## src/rtl/div_pkg.sv

```systemverilog
// Shared definitions for the radix-2 restoring divider: state encoding and
// the helper used to size the iteration counter.
package div_pkg;

  typedef enum logic [1:0] {
    DIV_IDLE = 2'd0,
    DIV_BUSY = 2'd1,
    DIV_DONE = 2'd2
  } div_state_e;

  function automatic int clog2(input int value);
    int bits;
    int rest;
    bits = 0;
    rest = value - 1;
    while (rest > 0) begin
      bits++;
      rest = rest >> 1;
    end
    return bits;
  endfunction

endpackage

```

## src/rtl/div_if.sv

```systemverilog
// Request/response bundle between the execute stage and the divider.
// The slave side is the divider; the master side is the pipeline.
interface div_if #(parameter int WIDTH = 32);

  logic             start_i;
  logic             signed_i;
  logic             annul_i;
  logic [WIDTH-1:0] a_i;
  logic [WIDTH-1:0] b_i;
  logic             stall_o;
  logic             done_o;
  logic [WIDTH-1:0] hi_o;
  logic [WIDTH-1:0] lo_o;

  modport master (
    output start_i, signed_i, annul_i, a_i, b_i,
    input  stall_o, done_o, hi_o, lo_o
  );

  modport slave (
    input  start_i, signed_i, annul_i, a_i, b_i,
    output stall_o, done_o, hi_o, lo_o
  );

endinterface

```

## src/rtl/div_step.sv

```systemverilog
// One combinational restoring iteration: shift {rem,quo} left, subtract the
// divisor from the partial remainder and keep the difference if non-negative.
module div_step #(
  parameter int WIDTH = 32
) (
  input  logic [WIDTH-1:0] rem_i,
  input  logic [WIDTH-1:0] quo_i,
  input  logic [WIDTH-1:0] div_i,
  output logic [WIDTH-1:0] rem_o,
  output logic [WIDTH-1:0] quo_o
);

  logic [WIDTH:0] shifted;
  logic [WIDTH:0] trial;

  // The partial remainder stays below the divisor, so WIDTH+1 bits hold the
  // shifted value and the top bit of the difference is its sign.
  always_comb begin
    shifted = {rem_i, quo_i[WIDTH-1]};
    trial   = shifted - {1'b0, div_i};
    if (!trial[WIDTH]) begin
      rem_o = trial[WIDTH-1:0];
      quo_o = {quo_i[WIDTH-2:0], 1'b1};
    end else begin
      rem_o = shifted[WIDTH-1:0];
      quo_o = {quo_i[WIDTH-2:0], 1'b0};
    end
  end

endmodule

```

## src/rtl/div_unit.sv

```systemverilog
// Multi-cycle DIV/DIVU unit: WIDTH restoring steps, remainder on hi, quotient on lo.
// Optional DIV_EARLY_OUT_EN skips the iterations when the quotient is trivially zero.
module div_unit
  import div_pkg::*;
#(
  parameter int WIDTH = 32
) (
  input logic clk,
  input logic rst,
  div_if.slave bus
);

  localparam int CNT_W = clog2(WIDTH + 1);

  div_state_e       state_q, state_d;
  logic [CNT_W-1:0] cnt_q, cnt_d;
  logic [WIDTH-1:0] rem_q, rem_d;
  logic [WIDTH-1:0] quo_q, quo_d;
  logic [WIDTH-1:0] div_q, div_d;
  logic [WIDTH-1:0] a_q, a_d;
  logic             quo_neg_q, quo_neg_d;
  logic             rem_neg_q, rem_neg_d;
  logic [WIDTH-1:0] hi_q, hi_d;
  logic [WIDTH-1:0] lo_q, lo_d;
  logic             done_q, done_d;

  logic [WIDTH-1:0] a_mag;
  logic [WIDTH-1:0] b_mag;
  logic [WIDTH-1:0] step_rem;
  logic [WIDTH-1:0] step_quo;

  div_step #(.WIDTH(WIDTH)) u_step (
    .rem_i (rem_q),
    .quo_i (quo_q),
    .div_i (div_q),
    .rem_o (step_rem),
    .quo_o (step_quo)
  );

  assign a_mag = (bus.signed_i && bus.a_i[WIDTH-1]) ? -bus.a_i : bus.a_i;
  assign b_mag = (bus.signed_i && bus.b_i[WIDTH-1]) ? -bus.b_i : bus.b_i;

  assign bus.stall_o = ((state_q == DIV_IDLE) && bus.start_i && !bus.annul_i) ||
                       (state_q == DIV_BUSY);
  assign bus.done_o  = done_q && !bus.annul_i;
  assign bus.hi_o    = hi_q;
  assign bus.lo_o    = lo_q;

  always_comb begin
    state_d   = state_q;
    cnt_d     = cnt_q;
    rem_d     = rem_q;
    quo_d     = quo_q;
    div_d     = div_q;
    a_d       = a_q;
    quo_neg_d = quo_neg_q;
    rem_neg_d = rem_neg_q;
    hi_d      = hi_q;
    lo_d      = lo_q;
    done_d    = 1'b0;
    case (state_q)
      DIV_IDLE: begin
        if (bus.start_i && !bus.annul_i) begin
          a_d       = bus.a_i;
          div_d     = b_mag;
          quo_d     = a_mag;
          rem_d     = '0;
          cnt_d     = '0;
          quo_neg_d = bus.signed_i && (bus.a_i[WIDTH-1] ^ bus.b_i[WIDTH-1]);
          rem_neg_d = bus.signed_i && bus.a_i[WIDTH-1];
          state_d   = DIV_BUSY;
`ifdef DIV_EARLY_OUT_EN
          // Quotient is zero and the remainder is the raw dividend.
          if ((b_mag != '0) && ((b_mag > a_mag) || (a_mag == '0))) begin
            state_d = DIV_DONE;
            lo_d    = '0;
            hi_d    = bus.a_i;
            done_d  = 1'b1;
          end
`endif
        end
      end
      DIV_BUSY: begin
        if (bus.annul_i) begin
          state_d = DIV_IDLE;
        end else begin
          rem_d = step_rem;
          quo_d = step_quo;
          cnt_d = cnt_q + 1'b1;
          if (cnt_q == CNT_W'(WIDTH - 1)) begin
            state_d = DIV_DONE;
            done_d  = 1'b1;
            // A zero divisor reports all-ones and the untouched dividend.
            if (div_q == '0) begin
              lo_d = '1;
              hi_d = a_q;
            end else begin
              lo_d = quo_neg_q ? -step_quo : step_quo;
              hi_d = rem_neg_q ? -step_rem : step_rem;
            end
          end
        end
      end
      DIV_DONE: state_d = DIV_IDLE;
      default:  state_d = DIV_IDLE;
    endcase
  end

  always_ff @(posedge clk or negedge rst) begin
    if (!rst) begin
      state_q   <= DIV_IDLE;
      cnt_q     <= '0;
      rem_q     <= '0;
      quo_q     <= '0;
      div_q     <= '0;
      a_q       <= '0;
      quo_neg_q <= 1'b0;
      rem_neg_q <= 1'b0;
      hi_q      <= '0;
      lo_q      <= '0;
      done_q    <= 1'b0;
    end else begin
      state_q   <= state_d;
      cnt_q     <= cnt_d;
      rem_q     <= rem_d;
      quo_q     <= quo_d;
      div_q     <= div_d;
      a_q       <= a_d;
      quo_neg_q <= quo_neg_d;
      rem_neg_q <= rem_neg_d;
      hi_q      <= hi_d;
      lo_q      <= lo_d;
      done_q    <= done_d;
    end
  end

endmodule

```

## src/flat_wrapper.sv

```systemverilog
// flat-port wrapper written by rule: the top's interface ports become plain ports
module div_unit_flat import div_pkg::*;
#(
  parameter int WIDTH = 32
)
  (clk, rst, bus_start_i, bus_signed_i, bus_annul_i, bus_a_i, bus_b_i, bus_stall_o, bus_done_o, bus_hi_o, bus_lo_o);
  div_if #(.WIDTH(WIDTH)) bus_i ();
  input logic clk;
  input logic rst;
  input wire logic [$bits(bus_i.start_i)-1:0] bus_start_i;
  input wire logic [$bits(bus_i.signed_i)-1:0] bus_signed_i;
  input wire logic [$bits(bus_i.annul_i)-1:0] bus_annul_i;
  input wire logic [$bits(bus_i.a_i)-1:0] bus_a_i;
  input wire logic [$bits(bus_i.b_i)-1:0] bus_b_i;
  output wire logic [$bits(bus_i.stall_o)-1:0] bus_stall_o;
  output wire logic [$bits(bus_i.done_o)-1:0] bus_done_o;
  output wire logic [$bits(bus_i.hi_o)-1:0] bus_hi_o;
  output wire logic [$bits(bus_i.lo_o)-1:0] bus_lo_o;
  assign bus_i.start_i = bus_start_i;
  assign bus_i.signed_i = bus_signed_i;
  assign bus_i.annul_i = bus_annul_i;
  assign bus_i.a_i = bus_a_i;
  assign bus_i.b_i = bus_b_i;
  assign bus_stall_o = bus_i.stall_o;
  assign bus_done_o = bus_i.done_o;
  assign bus_hi_o = bus_i.hi_o;
  assign bus_lo_o = bus_i.lo_o;
  div_unit #(.WIDTH(WIDTH)) u_core (.clk(clk), .rst(rst), .bus(bus_i));
endmodule
```

## config.mk

```make
export PLATFORM = sky130hd
export DESIGN_NAME = div_unit_flat
export DESIGN_NICKNAME = d
export VERILOG_FILES = /design/src/rtl/div_pkg.sv /design/src/rtl/div_if.sv /design/src/rtl/div_step.sv /design/src/rtl/div_unit.sv /design/src/flat_wrapper.sv
export SDC_FILE = /design/constraint.sdc
export NUM_CORES = 1
export LEC_CHECK = 0
export ABC_AREA = 1
export CORE_MARGIN = 8
export CORE_UTILIZATION = 52
export DETAILED_ROUTE_END_ITERATION = 8
export PLACE_DENSITY = 0.73
export SLEW_MARGIN = 20
export SYNTH_ARGS = -nofsm -noshare
export SYNTH_HDL_FRONTEND = slang
export SYNTH_SLANG_ARGS = --single-unit
```

## constraint.sdc

```tcl
create_clock -name clk -period 5.9 [get_ports clk]
set_input_delay 1.18 -clock clk [delete_from_list [all_inputs] [get_ports clk]]
set_output_delay 1.18 -clock clk [all_outputs]
set_load 0.05 [all_outputs]
```

==> results of run 1 <==
-- Yosys cell counts, drive strengths merged --
cell       n  area share (%)
clkinv     1           0.026
o22ai     41             1.8
or4        1           0.053
fa         1            0.14
o21ai    146             5.4
ha        37             3.2
nor3      28             1.1
a21oi    103             3.8
o211ai    10            0.53
o32ai      1           0.061
o21a       1           0.053
buf       16            0.81
nor2     213             5.9
nand2    675              19
dfrtp    203              36
a21o       3            0.16
clkbuf    50             1.3
o31ai      1           0.053
nand3b     3            0.16
a22oi      1           0.053
nand3    106             3.8
and2       3            0.17
o2111ai    1           0.061
o41ai      2            0.12
o221ai    18             1.1
xor2      53             3.3
nor4      21            0.92
nand4     24             1.1
a31oi     14            0.61
inv      285             7.5
o21bai     7            0.37
xnor2     28             1.7
or2        9            0.39
-- logic make-up after synthesis --
kind of cell,Yosys count,share of synthesized area [%]
AO/OA/AOI/OAI,349,14.2
flip-flops,203,35.6
AND/OR/NAND/NOR,1083,32.2
XOR/XNOR,81,4.98
buffers and inverters,352,9.65
adder cells (fa/ha/maj),38,3.39
-- state kept, by name, indices dropped and copies added, names as in the netlist --
name and count:
u_core.a_q 32, u_core.bus.hi_o 32, u_core.bus.lo_o 32, u_core.div_q 32
u_core.quo_q 32, u_core.rem_q 32, u_core.cnt_q 6, u_core.state_q 2
u_core.done_q 1, u_core.quo_neg_q 1, u_core.rem_neg_q 1
-- worst paths after layout --
check                           slack (ns)                               to  cells past startpoint
worst max-delay path                  1.02  u_core.bus.lo_o[30]$_DFFE_PN0P_                     27
worst min-delay path                  0.47  u_core.bus.hi_o[17]$_DFFE_PN0P_                      2
worst max register to register        1.02  u_core.bus.lo_o[30]$_DFFE_PN0P_                     27
worst min register to register        0.47  u_core.bus.hi_o[17]$_DFFE_PN0P_                      2
max in group asynchronous             3.94      u_core.quo_q[1]$_DFFE_PN0P_                      2
min in group asynchronous             0.72     u_core.div_q[27]$_DFFE_PN0P_                      1
-- report_power, final --
part | total, uW | leakage, uW | switching (uW) | internal, uW
clock network | 1550 | 0.000402 | 620 | 929
registers | 1890 | 0.00265 | 265 | 1620
logic | 4320 | 0.00548 | 2960 | 1360
-- routing by layer --
layer  vias up  GRT usage [%]  wire length, um
li1       7003              -                -
met1      6687           39.4            21000
met2       569           42.0            20000
met3        79           5.59             4230
met4         2           8.46             1300
met5         -              0               12
-- layout make-up --
class                           instances  area [um2]
Antenna cell                            1        2.50
Clock buffer                           34         709
Clock inverter                         10         113
Fill cell                            2528       10300
Inverter                              286        1070
Multi-Input combinational cell       1551        7820
Sequential cell                       203        5080
Tap cell                              341         427
Timing Repair Buffer                  146        1440
-- stage by stage --
| step | util, % | cells | setup WS (ns) | power, uW |
|---|---|---|---|---|
| after global routing | 61.8 | 2571 | 0.603 | 8390 |
| after global placement | 58.7 | 2527 | 1.35 | 6110 |
| final | 61.8 | 2572 | 1.02 | 7760 |
| after floorplan | - | 2106 | 1.80 | 5080 |
| after detailed placement | 58.7 | 2527 | 1.13 | 6160 |
| after CTS | 61.8 | 2571 | 1.13 | 7740 |
-- critical path: stages (launching register included) --
cell and delay [ns]:
dfrtp_1 0.40, ha_1 0.23, fa_1 0.44, inv_1 0.11, nand2_1 0.05, nand2_1 0.08, nand3_1 0.07, nand2_1 0.13
nand2_1 0.08, nand2_2 0.11, nand2_4 0.08, nand2_4 0.09, nand2_4 0.08, nand2_8 0.26, ha_1 0.23, inv_1 0.06
nor3_1 0.20, inv_1 0.10, nor3_1 0.32, nand2_1 0.13, nor3_1 0.27, nand2_1 0.08, nor2_1 0.15, nand3_1 0.13
nor3_1 0.28, a31oi_1 0.16, or2_2 0.30, a21oi_1 0.17
==> reports/summary.txt, run 1 <==
Maximum vdd drop - 238 uV
CTS Buf Count - 25
CP Class - flip-flop to flip-flop
Post-synthesis register bit count - 203
Routability Congestion - 0.960
H-tree levels - 1
Wire length per cell - 18.1 um
Clock root cell - clkbuf_16
Core Area - 0.0270 mm2
Clk Latency, worst-skew pair - 0.52 ns
Layout area overhead - 16.9%
Initial Utilization - 52.9%
Post-route ant nets - 0
Initial antenna violation count - 2
Synth Warn # - 0
Worst setup EP type - flip-flop
Max cap viols - 0
Worst Tran Pin Value - 1.10 ns
Clock Skews - 0.0143 ns
Largest net degree at the start of global routing - 108
Layout cell share with drive strength beyond 1 - 5.78%
Placed Area - 0.0158 mm2
CTS tree - yes
Hold Worst Slack - 0.474 ns
HP Class - flip-flop to flip-flop
Static Leak - 0.00853 uW
Post-CTS setup repair buffer count - 0
WL final - 46.5 mm
DIE HEIGHT - 182 um
Nets@finish - 2320
Row count - 60
Final instance area - 0.0167 mm2
Hold_sp - u_core.bus.hi_o[17]$_DFFE_PN0P_
Commonest non-fill, non-tap cell in the layout - nand2_1
First-pass GRT wire length - 74.2 mm
Req. time, crit path - 6.33 ns
Arrival @ worst endpoint - 5.32 ns
RSZ-0062 raised after global routing - no
Vias in the first global route - 13.7k
Critical path launch point type - flip-flop
Port Buf Inserts - 134
TritonCTS Sinks - 203
Final period util - 82.8%
Die width - 182 um
F_max - 205 MHz
Post-DP HPWL - 35.7 mm
DRC viols - 0
Setup crit start - u_core.div_q[0]$_DFFE_PN0P_
Initial DRT Pass Iterations - 7
Post-synthesis instance total - 2106
Sequential fraction of the synthesis area - 35.6%
Unique cell type count in the Yosys netlist - 52
Tmin final - 4.88 ns
Most frequent cells in the layout - 648 x nand2_1, 279 x inv_1, 203 x dfrtp_1
Slew HR - 26.6%
Die footprint - 0.0330 mm2
Max Transition Viols Final - 0
CTS max path bufs - 3
Worst-path fanout max - 45
Final hold vios - 0
GRT overflow - 0
Pwr dens - 466 mW/mm2
Post-Syn Nets - 2213
Post-synth design cell area - 0.0143 mm2
# setup viols final - 0
Via count - 14.3k
Hold-fix buffers, CTS - 0
Post-CTS resize count - 0
Clk pin slew, worst setup/hold paths - 0.06 ns
Critical R2R Launch - u_core.div_q[0]$_DFFE_PN0P_
Drt via density - 5.58
Syn Area/Cell - 6.77 um2
Setup TNS - 0 ns
Drt first-iter violations - 1367
Status - finished, final reports clean
GRT Util Overall - 27.8%
Ports - 135
No activity file was read; power rests on OpenSTA's default activity.
==> run 2, diff against run 1 <==
Clock period 5.9 ns to 4.9 ns, I/O delays scaled along.
==> run 2 against run 1 <==
Power is 22% higher; first-iteration DRC count is 3.0% lower; critical path depth stayed put; register-to-register slack worse by 0.46 ns; final cell count is 0.23% higher; critical path type unchanged.
==> reports/summary.txt, run 2 (synthesized netlist as in run 1, its figures left out) <==
CTS tree - yes
GRT Util Overall - 28.6%
TritonCTS Sinks - 203
Nets@finish - 2326
Vias in the first global route - 13.9k
Max Transition Viols Final - 0
Clk Latency, worst-skew pair - 0.53 ns
Maximum vdd drop - 391 uV
Drt via density - 5.58
Initial DRT Pass Iterations - 5
Routability Congestion - 1.01
Slew HR - 26.3%
Inserted Diodes - 0
WL final - 47.8 mm
Tmin final - 4.34 ns
Static Leak - 0.00858 uW
Largest net degree at the start of global routing - 88
Post-Place Cells - 2534
HP Class - flip-flop to flip-flop
CP Class - flip-flop to flip-flop
F_max - 230 MHz
Clk pin slew, worst setup/hold paths - 0.06 ns
GRT overflow - 0
Row count - 60
Setup TNS - 0 ns
Initial Utilization - 52.9%
Max cap viols - 0
Arrival @ worst endpoint - 4.78 ns
Status - finished, final reports clean
CTS max path bufs - 3
Critical path launch point type - flip-flop
Post-DP HPWL - 37.1 mm
RSZ-0062 raised after global routing - no
Clock Skews - 0.0216 ns
Req. time, crit path - 5.34 ns
DIE HEIGHT - 182 um
Post-CTS resize count - 0
Core Area - 0.0270 mm2
CTS Buf Count - 24
Post-CTS setup repair buffer count - 0
Layout cell share with drive strength beyond 1 - 6.21%
Post-route ant nets - 0
Layout Cells excl Fill - 2578
Pwr dens - 566 mW/mm2
Most frequent cells in the layout - 648 x nand2_1, 279 x inv_1, 203 x dfrtp_1
Commonest non-fill, non-tap cell in the layout - nand2_1
First-pass GRT wire length - 75.8 mm
Die footprint - 0.0330 mm2
Initial antenna violation count - 2
Worst Tran Pin Value - 1.11 ns
Worst setup EP type - flip-flop
Via count - 14.4k
Final hold vios - 0
Clock root cell - clkbuf_16
Hold Worst Slack - 0.475 ns
DRC viols - 0
Drt first-iter violations - 1326
Port Buf Inserts - 134
Wire length per cell - 18.5 um
Layout area overhead - 17.6%
Power, Total - 9480 uW
Hold-fix buffers, CTS - 0
H-tree levels - 1
# setup viols final - 0
Ports - 135
Worst-path fanout max - 5
Final period util - 88.6%
Die width - 182 um
run 2: cell types whose count changed in the layout (fill, tap and decap cells not counted), sizes merged:
cell	previous run	this run
diode	1	0
clkinv	5	6
inv	287	285
clkinvlp	2	3
clkdlybuf4s50	133	132
buf	12	20
run 2: final timing paths:
| kind | start | to | slack, ns | cells past startpoint |
|---|---|---|---|---|
| worst max-delay path | u_core.div_q[0]$_DFFE_PN0P_ | u_core.bus.lo_o[30]$_DFFE_PN0P_ | 0.56 | 27 |
| worst min-delay path | u_core.a_q[7]$_DFFE_PN0P_ | u_core.a_q[7]$_DFFE_PN0P_ | 0.47 | 2 |
| worst max register to register | u_core.div_q[0]$_DFFE_PN0P_ | u_core.bus.lo_o[30]$_DFFE_PN0P_ | 0.56 | 27 |
| worst min register to register | u_core.a_q[7]$_DFFE_PN0P_ | u_core.a_q[7]$_DFFE_PN0P_ | 0.47 | 2 |
| max in group asynchronous | rst | u_core.quo_q[16]$_DFFE_PN0P_ | 3.32 | 2 |
| min in group asynchronous | rst | u_core.div_q[24]$_DFFE_PN0P_ | 0.48 | 1 |
run 2: per-stage QoR:
step / util (%) / worst slack (ns) / instance area [um2]
2_1_floorplan: - / 0.804 / 14300
3_3_place_gp: 59.1 / 0.583 / 15900
3_5_place_dp: 59.1 / 0.466 / 15900
4_1_cts: 62.2 / 0.459 / 16800
5_1_grt: 62.2 / 0.0109 / 16800
6_report: 62.2 / 0.557 / 16800
run 2: final cells by class:
class                      instances  area [um2]
clock buffer                      34         719
clock inverter                    10         115
fill                            2531       10200
inverter                         286        1070
multi-input combinational       1551        7820
sequential                       203        5080
tap                              341         427
timing repair buffer             153        1520
run 2: critical path, cell delays in order, from the launching register on:
cell and delay, ns:
dfrtp_1 0.39, ha_1 0.24, fa_1 0.44, inv_1 0.09, nand2_1 0.05, nand2_1 0.07, nand3_1 0.06, nand2_1 0.12
nand2_1 0.08, nand2_2 0.12, nand2_4 0.09, nand2_4 0.09, nand2_4 0.08, nand2_8 0.07, ha_1 0.16, inv_1 0.05
nor3_1 0.18, inv_1 0.09, nor3_1 0.26, nand2_1 0.13, nor3_2 0.19, nand2_1 0.08, nor2_1 0.15, nand3_1 0.12
nor3_1 0.27, a31oi_1 0.15, or2_2 0.29, a21oi_1 0.14
run 2: power by group:
group	internal (uW)	total (uW)	leakage [uW]	switching, uW
Sequential	1960	2270	0.00265	309
Clock	1130	1860	0.000403	733
Combinational	1660	5350	0.00553	3690
Total	4740	9480	0.00858	4740
run 2: per-layer routing:
| metal | GRT usage [%] | part of all wire, % | up-vias |
|---|---|---|---|
| met2 | 43.5 | 43 | 548 |
| met1 | 40.6 | 45 | 6766 |
| li1 | - | - | 6999 |
| met3 | 6.37 | 8.8 | 82 |
| met4 | 7.51 | 2.6 | 2 |
| met5 | 0 | 0.027 | - |
==> variant 1, RTL diff (flow settings as in run 1) <==
Take the reset off `hi_q` and load it in a clocked block of its own.
--- a/src/rtl/div_unit.sv
+++ b/src/rtl/div_unit.sv
@@ -118,3 +118,2 @@
       rem_neg_q <= 1'b0;
-      hi_q      <= '0;
       lo_q      <= '0;
@@ -130,3 +129,2 @@
       rem_neg_q <= rem_neg_d;
-      hi_q      <= hi_d;
       lo_q      <= lo_d;
@@ -136,2 +134,6 @@
 
+  always_ff @(posedge clk) begin
+    hi_q <= hi_d;
+  end
+
 endmodule
Behaviour: same outputs for any inputs over 10 cycles, from zero or initial values and one cycle with rst low; that may be too few to reach the edited logic, so the function may still have changed.
==> variant 1 against run 1 <==
Total power increased by 12%. Routed wire length barely moved. Synthesized area decreased by 1.8%. Non-clock buffer count grew 2. Final area decreased by 1.3%. Setup slack improved by 68 ps. Via count fell by 3.4%. Sequential cell count unchanged. First-iteration DRC count increased by 1.4%. Sequential power rose by 7%. Critical path type unchanged. Largest power group unchanged.
==> variant 1: results (changes against run 1) <==
* Setup Skew at 18.6 ps (was 14.3 ps)
* Total Nets Final at 2205 (was 2320)
* Initial antenna violation count at 0 (was 2)
* Vias per cell at 5.64 (was 5.58)
* Library cells used by synthesis at 54 (was 52)
* Placed cell area at 15600 um^2 (was 15800 um^2)
* Post-synth EDFFs at 32 (was 0)
* Reg2reg end: u_core.bus.lo_o[28] (was u_core.bus.lo_o[30])
* YS warnings at 0 (unchanged)
* Worst R2R Path Depth at 24 (was 27)
* Net Sw Power at 4400 uW (was 3840 uW)
* Actual slew at the worst max-slew pin at 1020 ps (was 1100 ps)
* Layout cell share with drive strength beyond 1 at 6.99% (was 5.78%)
* Sequential area share after synthesis at 37.4% (was 35.6%)
* Ys async rst share at 84.2% (was 100%)
* Final Wtd Congestion at 1.00 (was 0.960)
* Wirelength per Cell at 19.0 um (was 18.1 um)
* GRT Total Usage at 28.2% (was 27.8%)
* Vias in the first global route at 13121 (was 13700)
* Min-Delay Endpoint: u_core.a_q[9] (was u_core.bus.hi_o[17])
* CP max FO at 38 (was 45)
* Total iterations of the first detailed-routing run at 6 (was 7)
* Status: completed (unchanged)
* Area contributors post-synth: dfrtp_1, nand2_1, inv_1 (unchanged)
* Pleak at 0.00815 uW (was 0.00853 uW)
* Inserted Clock Buffers at 24 (was 25)
* RR Startpoint: u_core.div_q[23] (was u_core.div_q[0])
* Largest net degree at the start of global routing at 102 (was 108)
* Pre-CTS setup slack at 1250 ps (was 1130 ps)
* Reg2reg setup slack at 1090 ps (was 1020 ps)
* VDD IR max at 0.000298 V (was 0.000238 V)
* Hold_sp: u_core.a_q[9] (was u_core.bus.hi_o[17])
* Mapped Nets at 2089 (was 2213)
* First-pass GRT wire length at 73.7 mm (was 74.2 mm)
* WP data arrival at 5220 ps (was 5320 ps)
* Dpl hpwl at 35.6 mm (was 35.7 mm)
* Antenna cells at 0 (was 1)
* DRT iter0 DRCs at 1386 (was 1367)
## variant 1: cell families after synthesis
logic type,count (synthesis),synth area share (%)
xor gates and xnor gates,85,5.32
adders and majority gates,38,3.45
DFF,203,37.4
AOI/OAI and AO/OA,318,13.4
and+or+nand+nor,1005,31.1
buffers and inverters,333,9.37
## variant 1: through the flow
| stage | utilization [%] | hold WS [ps] | std cells |
|---|---|---|---|
| 6_report | 61.5 | 472 | 2457 |
| 2_1_floorplan | - | 442 | 1982 |
| 3_5_place_dp | 58.5 | 458 | 2413 |
| 5_1_grt | 61.5 | 484 | 2457 |
| 3_3_place_gp | 58.5 | 454 | 2413 |
| 4_1_cts | 61.5 | 474 | 2457 |
## variant 1: area by class of cell
class / count / area (um^2)
Clock inverter: 16 / 196
Clock buffer: 28 / 616
Tap cell: 341 / 427
Sequential cell: 203 / 5240
Fill cell: 2521 / 10300
Multi-Input combinational cell: 1446 / 7460
Inverter: 275 / 1030
Timing Repair Buffer: 148 / 1460
## variant 1: power groups by stage
stage          clock [uW]  combinational (uW)  sequential (uW)
6_report             1540                5170             2020
5_1_grt              1620                5770             2040
4_1_cts              1560                5110             2010
3_5_place_dp            0                5060             2030
3_3_place_gp            0                5060             2030
2_1_floorplan           0                3800             1940
## variant 1: worst max path at each step
stage	endpoint	slack (ps)	from
after floorplan	u_core.bus.lo_o[28]	1950	u_core.div_q[0]
after global placement	u_core.bus.lo_o[28]	1300	u_core.div_q[0]
after detailed placement	u_core.bus.lo_o[28]	1250	u_core.div_q[0]
after CTS	u_core.bus.lo_o[28]	1190	u_core.div_q[0]
after global routing	u_core.bus.lo_o[28]	720	u_core.div_q[22]
final	u_core.bus.lo_o[28]	1090	u_core.div_q[23]
## variant 1: metal layers
layer / wire length (um) / up-vias / track usage [%]
met5: 0 / - / 0
li1: - / 6668 / -
met2: 19800 / 601 / 41.9
met1: 21700 / 6520 / 41.4
met3: 4140 / 61 / 5.77
met4: 962 / 0 / 6.58
## variant 1: critical path: stages, from the launching register on
cell and delay, ps:
dfrtp_1 430, inv_1 70, ha_1 380, nand2_2 150, inv_1 60, a21oi_2 180, nand2_1 130, a21oi_4 240
nand3_2 190, nand2_4 420, ha_1 260, inv_1 60, nor3_1 260, nand3_1 200, nor2_1 210, nand2_1 140
nor3_1 240, nand2_1 120, nor3_1 170, nor2_1 140, nor2_1 200, nand2_1 80, xor2_1 140, o22ai_1 130
inv_1 60
==> variant 2, RTL diff (flow settings as in run 1) <==
Without the edit above. The option `DIV_EARLY_OUT_EN` is turned on by a define.
--- a/src/rtl/div_unit.sv
+++ b/src/rtl/div_unit.sv
@@ -2,2 +2,4 @@
 // Optional DIV_EARLY_OUT_EN skips the iterations when the quotient is trivially zero.
+`define DIV_EARLY_OUT_EN
+
 module div_unit
Formal check against the unedited RTL: not equivalent (a bounded check fails within 4 cycles, from zero or initial values and one cycle with rst low).
==> variant 2 against run 1 <==
Sequential power increased by 16%. Final area is 12% higher. Routed wire length increased by 26%. Synthesized area increased by 14%. Clock skew grew 3.7 ps. Non-clock buffer count increased by 24. Via count up 19%. Total power grew 33%. Setup slack worse by 480 ps. Critical endpoint is now u_core.bus.hi_o[12]. Sequential cell count unchanged.
==> variant 2: results (changes against run 1) <==
* GR Util met1 at 40.9% (was 39.4%)
* Sequential area share after synthesis at 31.3% (was 35.6%)
* GRT met3 Usage at 3.58% (was 5.59%)
* Pre-CTS setup slack at 180 ps (was 1130 ps)
* CP max stage cell: clkdlybuf4s50_1 (was fa_1)
* Met2 Usage GRT at 51.4% (was 42.0%)
* Inverters at 334 (was 286)
* Reg2reg setup slack at 920 ps (was 1020 ps)
* Fin Hold WS at 472 ps (was 474 ps)
* Area contributors post-synth: dfrtp_1, nand2_1, inv_1 (unchanged)
* Clock net power at 1400 uW (was 1550 uW)
* Min-Delay Endpoint: u_core.bus.lo_o[8] (was u_core.bus.hi_o[17])
* Final Core Density at 60.8% (was 61.8%)
* Antenna cells at 0 (was 1)
* Fraction of area in multi-input gates at 50.8% (was 46.9%)
* Sequential share of cell area at 27.2% (was 30.5%)
* Fill cells at 3001 (was 2528)
* GRT Total Usage at 31.3% (was 27.8%)
* RR Startpoint: u_core.quo_q[31] (was u_core.div_q[0])
* Buffer share of cell area at 8.79% (was 8.62%)
* VDD IR max at 0.000311 V (was 0.000238 V)
* Clock buffers and inverters, area share at 3.80% (was 4.94%)
* Status: completed (unchanged)
* P_comb at 6710 uW (was 4320 uW)
* Mapped Avg Cell Area at 6.49 um^2 (was 6.77 um^2)
* Number of multi-input logic gates at 1875 (was 1551)
* Vias per cell at 5.67 (was 5.58)
* Inserted Clock Buffers at 23 (was 25)
* Die W at 193 um (was 182 um)
* CP max FO at 30 (was 45)
* Nonclk buf count at 170 (was 146)
* Highest routed layer: met4 (was met5)
* Slowest cell delay on critical path at 500 ps (was 440 ps)
* Met1 WL at 24.9 mm (was 21.0 mm)
* Clk pwr share at 13.6% (was 19.9%)
* Worst R2R Path Depth at 30 (was 27)
* Cell Count, Final, Fillers Out at 3017 (was 2572)
* Vias in the first global route at 16644 (was 13700)
* WP data arrival at 5790 ps (was 5320 ps)
* Pleak at 0.00947 uW (was 0.00853 uW)
* First-pass GRT wire length at 91.4 mm (was 74.2 mm)
* WL met3 at 3.62 mm (was 4.23 mm)
* Placed cell area at 17900 um^2 (was 15800 um^2)
* Top post-synthesis cells by count: nand2_1, inv_1, nor2_1 (was nand2_1, inv_1, dfrtp_1)
* CP startpoint: bus_a_i[2] (was u_core.div_q[0])
* Hold_sp: u_core.bus.lo_o[8] (was u_core.bus.hi_o[17])
* Crit path to: u_core.bus.hi_o[12] (was u_core.bus.lo_o[30])
* DRT iter0 DRCs at 1792 (was 1367)
* Initial antenna violation count at 0 (was 2)
* Largest net degree at the start of global routing at 106 (was 108)
* Final WL at 58.7 mm (was 46.5 mm)
* Dpl hpwl at 45.5 mm (was 35.7 mm)
* Total Nets Final at 2748 (was 2320)
* WL met2 at 27.2 mm (was 20.0 mm)
* Port Buffers at 134 (unchanged)
* Total iterations of the first detailed-routing run at 6 (was 7)
* Normalized max-slew margin at 37.8% (was 26.6%)
-- variant 2: cell types whose count changed after synthesis, sizes merged, moves of 13 or more --
| cell | change |
|---|---|
| ha | +34 |
| buf | +13 |
| a21oi | +51 |
| nand3 | +20 |
| o21ai | +100 |
| nor3 | +13 |
| nor2 | +76 |
| inv | +46 |
| nand2 | +69 |
| o22ai | -14 |
| o221ai | -14 |
-- variant 2: logic make-up (layout without fill, tap and decap cells) --
| logic type | count (synthesis) | after routing | share of synthesized area [%] |
|---|---|---|---|
| adders and majority gates | 72 | 72 | 5.60 |
| DFF | 203 | 203 | 31.3 |
| AOI/OAI and AO/OA | 468 | 468 | 15.9 |
| buffers and inverters | 420 | 543 | 10.3 |
| xor gates and xnor gates | 66 | 66 | 3.56 |
| and+or+nand+nor | 1269 | 1269 | 33.3 |
